File: src/rtl/comparator_arbiter_pkg.sv
// Shared definitions for the comparator arbiter: FSM state encoding and
// the pointer-width helper used to size requester indices.
package comparator_arbiter_pkg;

   typedef enum logic [1:0] {
      S_IDLE = 2'd0,
      S_CMP  = 2'd1,
      S_RESP = 2'd2,
      S_RSVD = 2'd3
   } state_e;

   // A single requester still needs a 1-bit index.
   function automatic int ptr_width(input int n);
      return (n <= 1) ? 1 : $clog2(n);
   endfunction

endpackage

File: src/rtl/comparator.sv
// Unsigned magnitude comparator shared by all requesters of the arbiter.
// Purely combinational; the arbiter registers its outputs.
module Comparator #(
   parameter int DATAWIDTH = 32
) (
   input  logic [DATAWIDTH-1:0] a,
   input  logic [DATAWIDTH-1:0] b,
   output logic                 gt,
   output logic                 lt,
   output logic                 eq
);

   assign gt = (a > b);
   assign lt = (a < b);
   assign eq = (a == b);

endmodule

File: src/rtl/comparator_arbiter_rr_picker.sv
// Combinational round-robin picker: first set request bit scanning from ptr
// upward with wrap-around.
module rr_picker #(
   parameter int NREQ = 4,
   parameter int PW   = 2
) (
   input  logic [NREQ-1:0] req,
   input  logic [PW-1:0]   ptr,
   output logic            found,
   output logic [PW-1:0]   winner
);

   logic [PW-1:0] cand [NREQ];

   // cand[k] is the requester index examined k places after ptr.
   for (genvar gi = 0; gi < NREQ; gi++) begin : g_cand
      assign cand[gi] = PW'((int'(ptr) + gi) % NREQ);
   end

   always_comb begin
      found  = |req;
      winner = '0;
      // Scan from farthest to nearest so the closest set bit wins last.
      for (int k = NREQ - 1; k >= 0; k--) begin
         if (req[cand[k]]) begin
            winner = cand[k];
         end
      end
   end

endmodule

File: src/rtl/comparator_arbiter.sv
// Round-robin arbiter sharing one unsigned Comparator among NREQ requesters:
// IDLE latches the winner's operands, CMP registers the result, RESP pulses Done.
module comparator_arbiter
   import comparator_arbiter_pkg::*;
#(
   parameter int DATAWIDTH = 32,
   parameter int NREQ      = 4
) (
   input  logic                      Clk,
   input  logic                      Rst_n,
   input  logic [NREQ-1:0]           Req,
   input  logic [NREQ*DATAWIDTH-1:0] A_in,
   input  logic [NREQ*DATAWIDTH-1:0] B_in,
   output logic [NREQ-1:0]           Gnt,
   output logic [NREQ-1:0]           Done,
   output logic                      Gt,
   output logic                      Lt,
   output logic                      Eq,
   output logic                      Busy
);

   localparam int PW = ptr_width(NREQ);

   state_e                 state_q, state_d;
   logic [PW-1:0]          ptr_q, ptr_d;
   logic [PW-1:0]          grant_id_q, grant_id_d;
   logic [DATAWIDTH-1:0]   opa_q, opa_d;
   logic [DATAWIDTH-1:0]   opb_q, opb_d;
   logic [NREQ-1:0]        gnt_q, gnt_d;
   logic [NREQ-1:0]        done_q, done_d;
   logic                   gt_q, gt_d;
   logic                   lt_q, lt_d;
   logic                   eq_q, eq_d;

   logic                   found;
   logic [PW-1:0]          winner;
   logic                   cmp_gt, cmp_lt, cmp_eq;

   rr_picker #(
      .NREQ (NREQ),
      .PW   (PW)
   ) u_picker (
      .req    (Req),
      .ptr    (ptr_q),
      .found  (found),
      .winner (winner)
   );

   Comparator #(
      .DATAWIDTH (DATAWIDTH)
   ) u_cmp (
      .a  (opa_q),
      .b  (opb_q),
      .gt (cmp_gt),
      .lt (cmp_lt),
      .eq (cmp_eq)
   );

   always_comb begin
      state_d    = state_q;
      ptr_d      = ptr_q;
      grant_id_d = grant_id_q;
      opa_d      = opa_q;
      opb_d      = opb_q;
      gnt_d      = gnt_q;
      done_d     = '0;
      gt_d       = gt_q;
      lt_d       = lt_q;
      eq_d       = eq_q;

      case (state_q)
         S_IDLE: begin
            if (found) begin
               opa_d      = A_in[int'(winner)*DATAWIDTH +: DATAWIDTH];
               opb_d      = B_in[int'(winner)*DATAWIDTH +: DATAWIDTH];
               grant_id_d = winner;
               gnt_d      = NREQ'(1) << winner;
               state_d    = S_CMP;
            end
         end
         S_CMP: begin
            gt_d    = cmp_gt;
            lt_d    = cmp_lt;
            eq_d    = cmp_eq;
            done_d  = gnt_q;
            state_d = S_RESP;
         end
         S_RESP: begin
            // The served requester moves to the back of the rotation.
            if (int'(grant_id_q) == NREQ - 1) begin
               ptr_d = '0;
            end else begin
               ptr_d = grant_id_q + PW'(1);
            end
            gnt_d   = '0;
            state_d = S_IDLE;
         end
         default: begin
            gnt_d   = '0;
            state_d = S_IDLE;
         end
      endcase
   end

   always_ff @(posedge Clk) begin
      if (!Rst_n) begin
         state_q    <= S_IDLE;
         ptr_q      <= '0;
         grant_id_q <= '0;
         opa_q      <= '0;
         opb_q      <= '0;
         gnt_q      <= '0;
         done_q     <= '0;
         gt_q       <= 1'b0;
         lt_q       <= 1'b0;
         eq_q       <= 1'b0;
      end else begin
         state_q    <= state_d;
         ptr_q      <= ptr_d;
         grant_id_q <= grant_id_d;
         opa_q      <= opa_d;
         opb_q      <= opb_d;
         gnt_q      <= gnt_d;
         done_q     <= done_d;
         gt_q       <= gt_d;
         lt_q       <= lt_d;
         eq_q       <= eq_d;
      end
   end

   assign Gnt  = gnt_q;
   assign Done = done_q;
   assign Gt   = gt_q;
   assign Lt   = lt_q;
   assign Eq   = eq_q;
   assign Busy = (state_q != S_IDLE);

endmodule

File: config.mk
export PLATFORM = sky130hd
export DESIGN_NAME = comparator_arbiter
export DESIGN_NICKNAME = d
export VERILOG_FILES = /design/src/rtl/comparator_arbiter_pkg.sv /design/src/rtl/comparator.sv /design/src/rtl/comparator_arbiter_rr_picker.sv /design/src/rtl/comparator_arbiter.sv
export SDC_FILE = /design/constraint.sdc
export NUM_CORES = 1
export LEC_CHECK = 0
export CAP_MARGIN = 20
export CORE_MARGIN = 1.5
export CORE_UTILIZATION = 38
export CTS_BUF_LIST = sky130_fd_sc_hd__clkbuf_16
export DETAILED_ROUTE_END_ITERATION = 7
export PLACE_DENSITY_LB_ADDON = 0.05
export SLEW_MARGIN = 20
export SYNTH_ARGS = -nofsm -noshare
export SYNTH_HDL_FRONTEND = slang
export SYNTH_HIERARCHICAL = 1
export SYNTH_SLANG_ARGS = --single-unit
File: constraint.sdc
create_clock -name Clk -period 2.59 [get_ports Clk]
set_input_delay 0.518 -clock Clk [delete_from_list [all_inputs] [get_ports Clk]]
set_output_delay 0.518 -clock Clk [all_outputs]
set_load 0.1 [all_outputs]
==> reports/results.md <==
* **post-synthesis simple-gate area fraction** 6.737%
* **via density per instance** 5.234
* **synthesis warning total** 6
* **clk buf depth** 2
* **total count of hold-check failures in the final report** 0
* **y dimension of the die** 117.9 um
* **Internal** 2.925 mW
* **overall via count from detail_route** 4444
* **antenna diode count** 0
* **Routed WL per cell** 17.10 um
* **worst-case reg-to-reg path depth** 6
* **Final Critical Period** 2.374 ns
* **clock group share of total power** 27.0%
* **Inst Count DP** 833
* **Synth Area in XOR/XNOR** 0%
* **transition time at the pin with the least slew margin** 0.6214 ns
* **number of buffer cells added on primary ports** 273
* **share of power burned in combinational logic** 36.7%
* **Synth Area per Inst** 12.41 um^2
* **number of I/O pins** 274
* **maximum number of pins on one net before global-route repair** 65
* **share of the synthesized area in the top cell type** 32.34%
* **Detailed Routing Iterations Pass 1** 4
* **global placement routability congestion** 0.7978
* **area inside the core boundary** 12720 um^2
* **Startpoint Class** input port
* **path category of the worst min-delay check** reg -> reg
* **remaining number of nets flagged by the antenna check after routing** 0
* **number of flip-flops and latches in the synthesized netlist** 81
* **effective utilization at floorplan** 39.42%
* **Net Sw Power** 1.170 mW
* **Global Route Usage Sum** 21.35%
* **critical path's slowest cell** sky130_fd_sc_hd__clkdlybuf4s50_1
* **data required time of the worst path** 2.81 ns
* **gate count of the mapped netlist** 404
* **pwr/cell area** 499.8 nW/um^2
* **Post-synth top flop** sky130_fd_sc_hd__dfxtp_1
* **layout overhead on the synthesized area** 63.37%
* **combinational family with the most area after synthesis** multiplexers
* **result of the run** complete, no violations
* **TritonCTS clock tree** yes
* **post-synthesis adder-cell area fraction** 8.234%
* **count of distinct cell types in the synthesized netlist** 39
* **first-pass GRT wire length** 23450 um
* **slack of the worst reg-to-reg path** 0.49 ns
* **number of global-route vias before repair** 4851
* **detailed router's first-iteration violation count** 122
* **worst-path cell chain** clkdlybuf4s50_1, mux2i_1, a211oi_4, buf_4, buf_12, mux4_2, a22o_1
* **share of post-route cells with drive strength above 1** 17.13%
* **post-CTS setup buffer count** 0
* **delay contributed by the slowest stage of the critical path** 0.53 ns
* **RR Startpoint** ptr_q[1]
* **Hold Path Depth** 1
* **end point of the worst hold path** opb_q[16]
* **count leader, synth** sky130_fd_sc_hd__dfxtp_1
* **number of H-tree branching levels** 3
* **r2r endpoint** opa_q[13]
* **final count of negative-setup-slack endpoints** 0
* **netlist area before placement** 5015 um^2
* **hold buffer count at cts** 0
* **unrepaired setup endpoints after global routing** no
* **Crit. End Element** flip-flop
* **CTS Root Cell** sky130_fd_sc_hd__clkbuf_16
* **Max Fclk** 0.4212 GHz
* **number of max-cap violations** 0
* **Synthesized Nets** 699
* **biggest fanout along the worst timing path** 19
* **area of all placed cells without fillers** 8193 um^2
* **HPWL after detailed placement** 11990 um
* **final routed wirelength across all metal layers** 14520 um
* **compound-cell area share of the yosys netlist** 15.64%
* **number of placement rows** 41
* **share of synthesized flip-flops with an asynchronous set or reset** 0%
* **part of the cycle the worst path needs** 91.66%
* **post-layout net count** 967
* **fraction of power spent switching nets** 28.57%
* **number of slew-limit violations in the final report** 0
* **number of DRC violations after detailed routing** 0
* **clock input transition at the sequential cells of the worst setup and hold paths** 0.05 ns
* **Congestion Overflow GR** 0
* **leakage dissipation** 3.163 nW
* **antenna violations before repair** 0
* **overall die area** 13890 um^2
* **Resized Gates After CTS** 0
* **horizontal die dimension** 117.9 um
* **relative slew slack** 58.49%
* **worst path arrival time** 2.60 ns
* **number of buffers created by CTS** 9
* **Final Hold Slack** 0.4776 ns
* **Post-DP Area** 7938 um^2
* **VDD IR-drop max** 0.3001 mV
* **worst skew pair latency** 0.33 ns
* **Hold Path Origin** opb_q[16]
* **share of synthesized area occupied by flip-flops and latches** 32.34%
* **number of synthesized flops with an enable pin** 0
* **Clock Skew** 0.007214 ns
* **synth cell count leaders** sky130_fd_sc_hd__dfxtp_1 (81), sky130_fd_sc_hd__a22o_1 (64), sky130_fd_sc_hd__mux4_2 (64)
* **post-route insts no fill** 849
* **sequential fraction of design power** 36.3%
* **clock sink count** 81
* **mux contribution to synthesized area** 30.34%
* **biggest area consumer among synthesized cells** sky130_fd_sc_hd__dfxtp_1
* **Worst Path Class, Setup** in -> reg
* **leading post-synthesis cells by cell area** sky130_fd_sc_hd__dfxtp_1 (32%), sky130_fd_sc_hd__mux4_2 (29%), sky130_fd_sc_hd__a22o_1 (11%)
==> state kept, by name, indices dropped and copies added (netlist names) <==
name and cells:
Gnt 4, Done 4, state_q 2, opa_q 32
Lt 1, opb_q 32, ptr_q 2, Gt 1
Eq 1, grant_id_q 2
==> worst max-delay path by stage <==
stage	from	endpoint	slack, ns	depth (start not counted)
after detailed placement	Req[3]	opa_q[13]	-0.13	7
after CTS	Req[3]	opa_q[6]	0.21	7
after floorplan	Req[3]	opa_q[18]	0.55	6
final	Req[3]	opa_q[13]	0.22	7
after global placement	Req[3]	opa_q[13]	-0.09	7
after global routing	Req[3]	opa_q[12]	0.12	7
==> cells by family after synthesis <==
family | count (synthesis)
buffers and inverters | 67
DFF | 81
adders and majority gates | 33
AOI/OAI and AO/OA | 95
muxes | 72
and+or+nand+nor | 56
==> stage by stage <==
step / TNS (ns) / utilization (%) / worst slack (ns) / total power, mW
after floorplan: 0 / - / 0.5457 / 2.394
after global placement: -3.837 / 62.39 / -0.09261 / 2.991
after detailed placement: -5.349 / 62.39 / -0.1310 / 3.022
after CTS: 0 / 64.40 / 0.2138 / 4.138
after global routing: 0 / 64.40 / 0.1160 / 4.323
final: 0 / 64.40 / 0.2160 / 4.095
==> worst max-delay path, delay by kind of cell <==
family	cells	cell delay, ns
AO/OA/AOI/OAI	2	0.46
buffers and inverters	3	0.95
multiplexers	2	0.66
==> power groups by stage <==
stage               registers [mW]  logic (mW)  clock network (mW)
floorplan                     1.55       0.841                   0
global placement              1.51        1.48                   0
detailed placement            1.51        1.51                   0
CTS                           1.49        1.52                1.13
global route                  1.50        1.64                1.18
finish                        1.49        1.50                1.11
==> final cells by class <==
cell class	instances	area, um^2
multi-input combinational	256	3080
fill	1024	4529
clock inverter	7	30.03
inverter	34	127.6
sequential	81	1622
timing repair buffer	290	2893
clock buffer	9	225.2
tap	172	215.2
==> layer usage <==
layer | vias up | part of all wire, % | track usage (%)
met5 | - | 0 | 0
met4 | 0 | 1.5 | 5.869
met3 | 13 | 6.9 | 6.008
met2 | 178 | 51 | 38.52
met1 | 2113 | 40 | 24.69
li1 | 2140 | - | -
==> cells in the final DEF (no fill, tap or decap), drive strengths merged, types with 2 or more instances in the layout <==
| cell | n |
|---|---|
| clkinv | 5 |
| and3 | 4 |
| buf | 29 |
| nor2 | 7 |
| nand2 | 10 |
| clkbuf | 9 |
| ha | 33 |
| dfxtp | 81 |
| nor2b | 12 |
| nand2b | 2 |
| nor3b | 3 |
| mux2i | 8 |
| a221oi | 2 |
| a32o | 4 |
| nand4 | 5 |
| and4 | 3 |
| a21oi | 14 |
| inv | 36 |
| o21ai | 3 |
| a211oi | 2 |
| nand3 | 4 |
| mux4 | 64 |
| clkdlybuf4s50 | 261 |
| and2 | 3 |
| a22o | 64 |
Power figures use the tool's default switching activity.
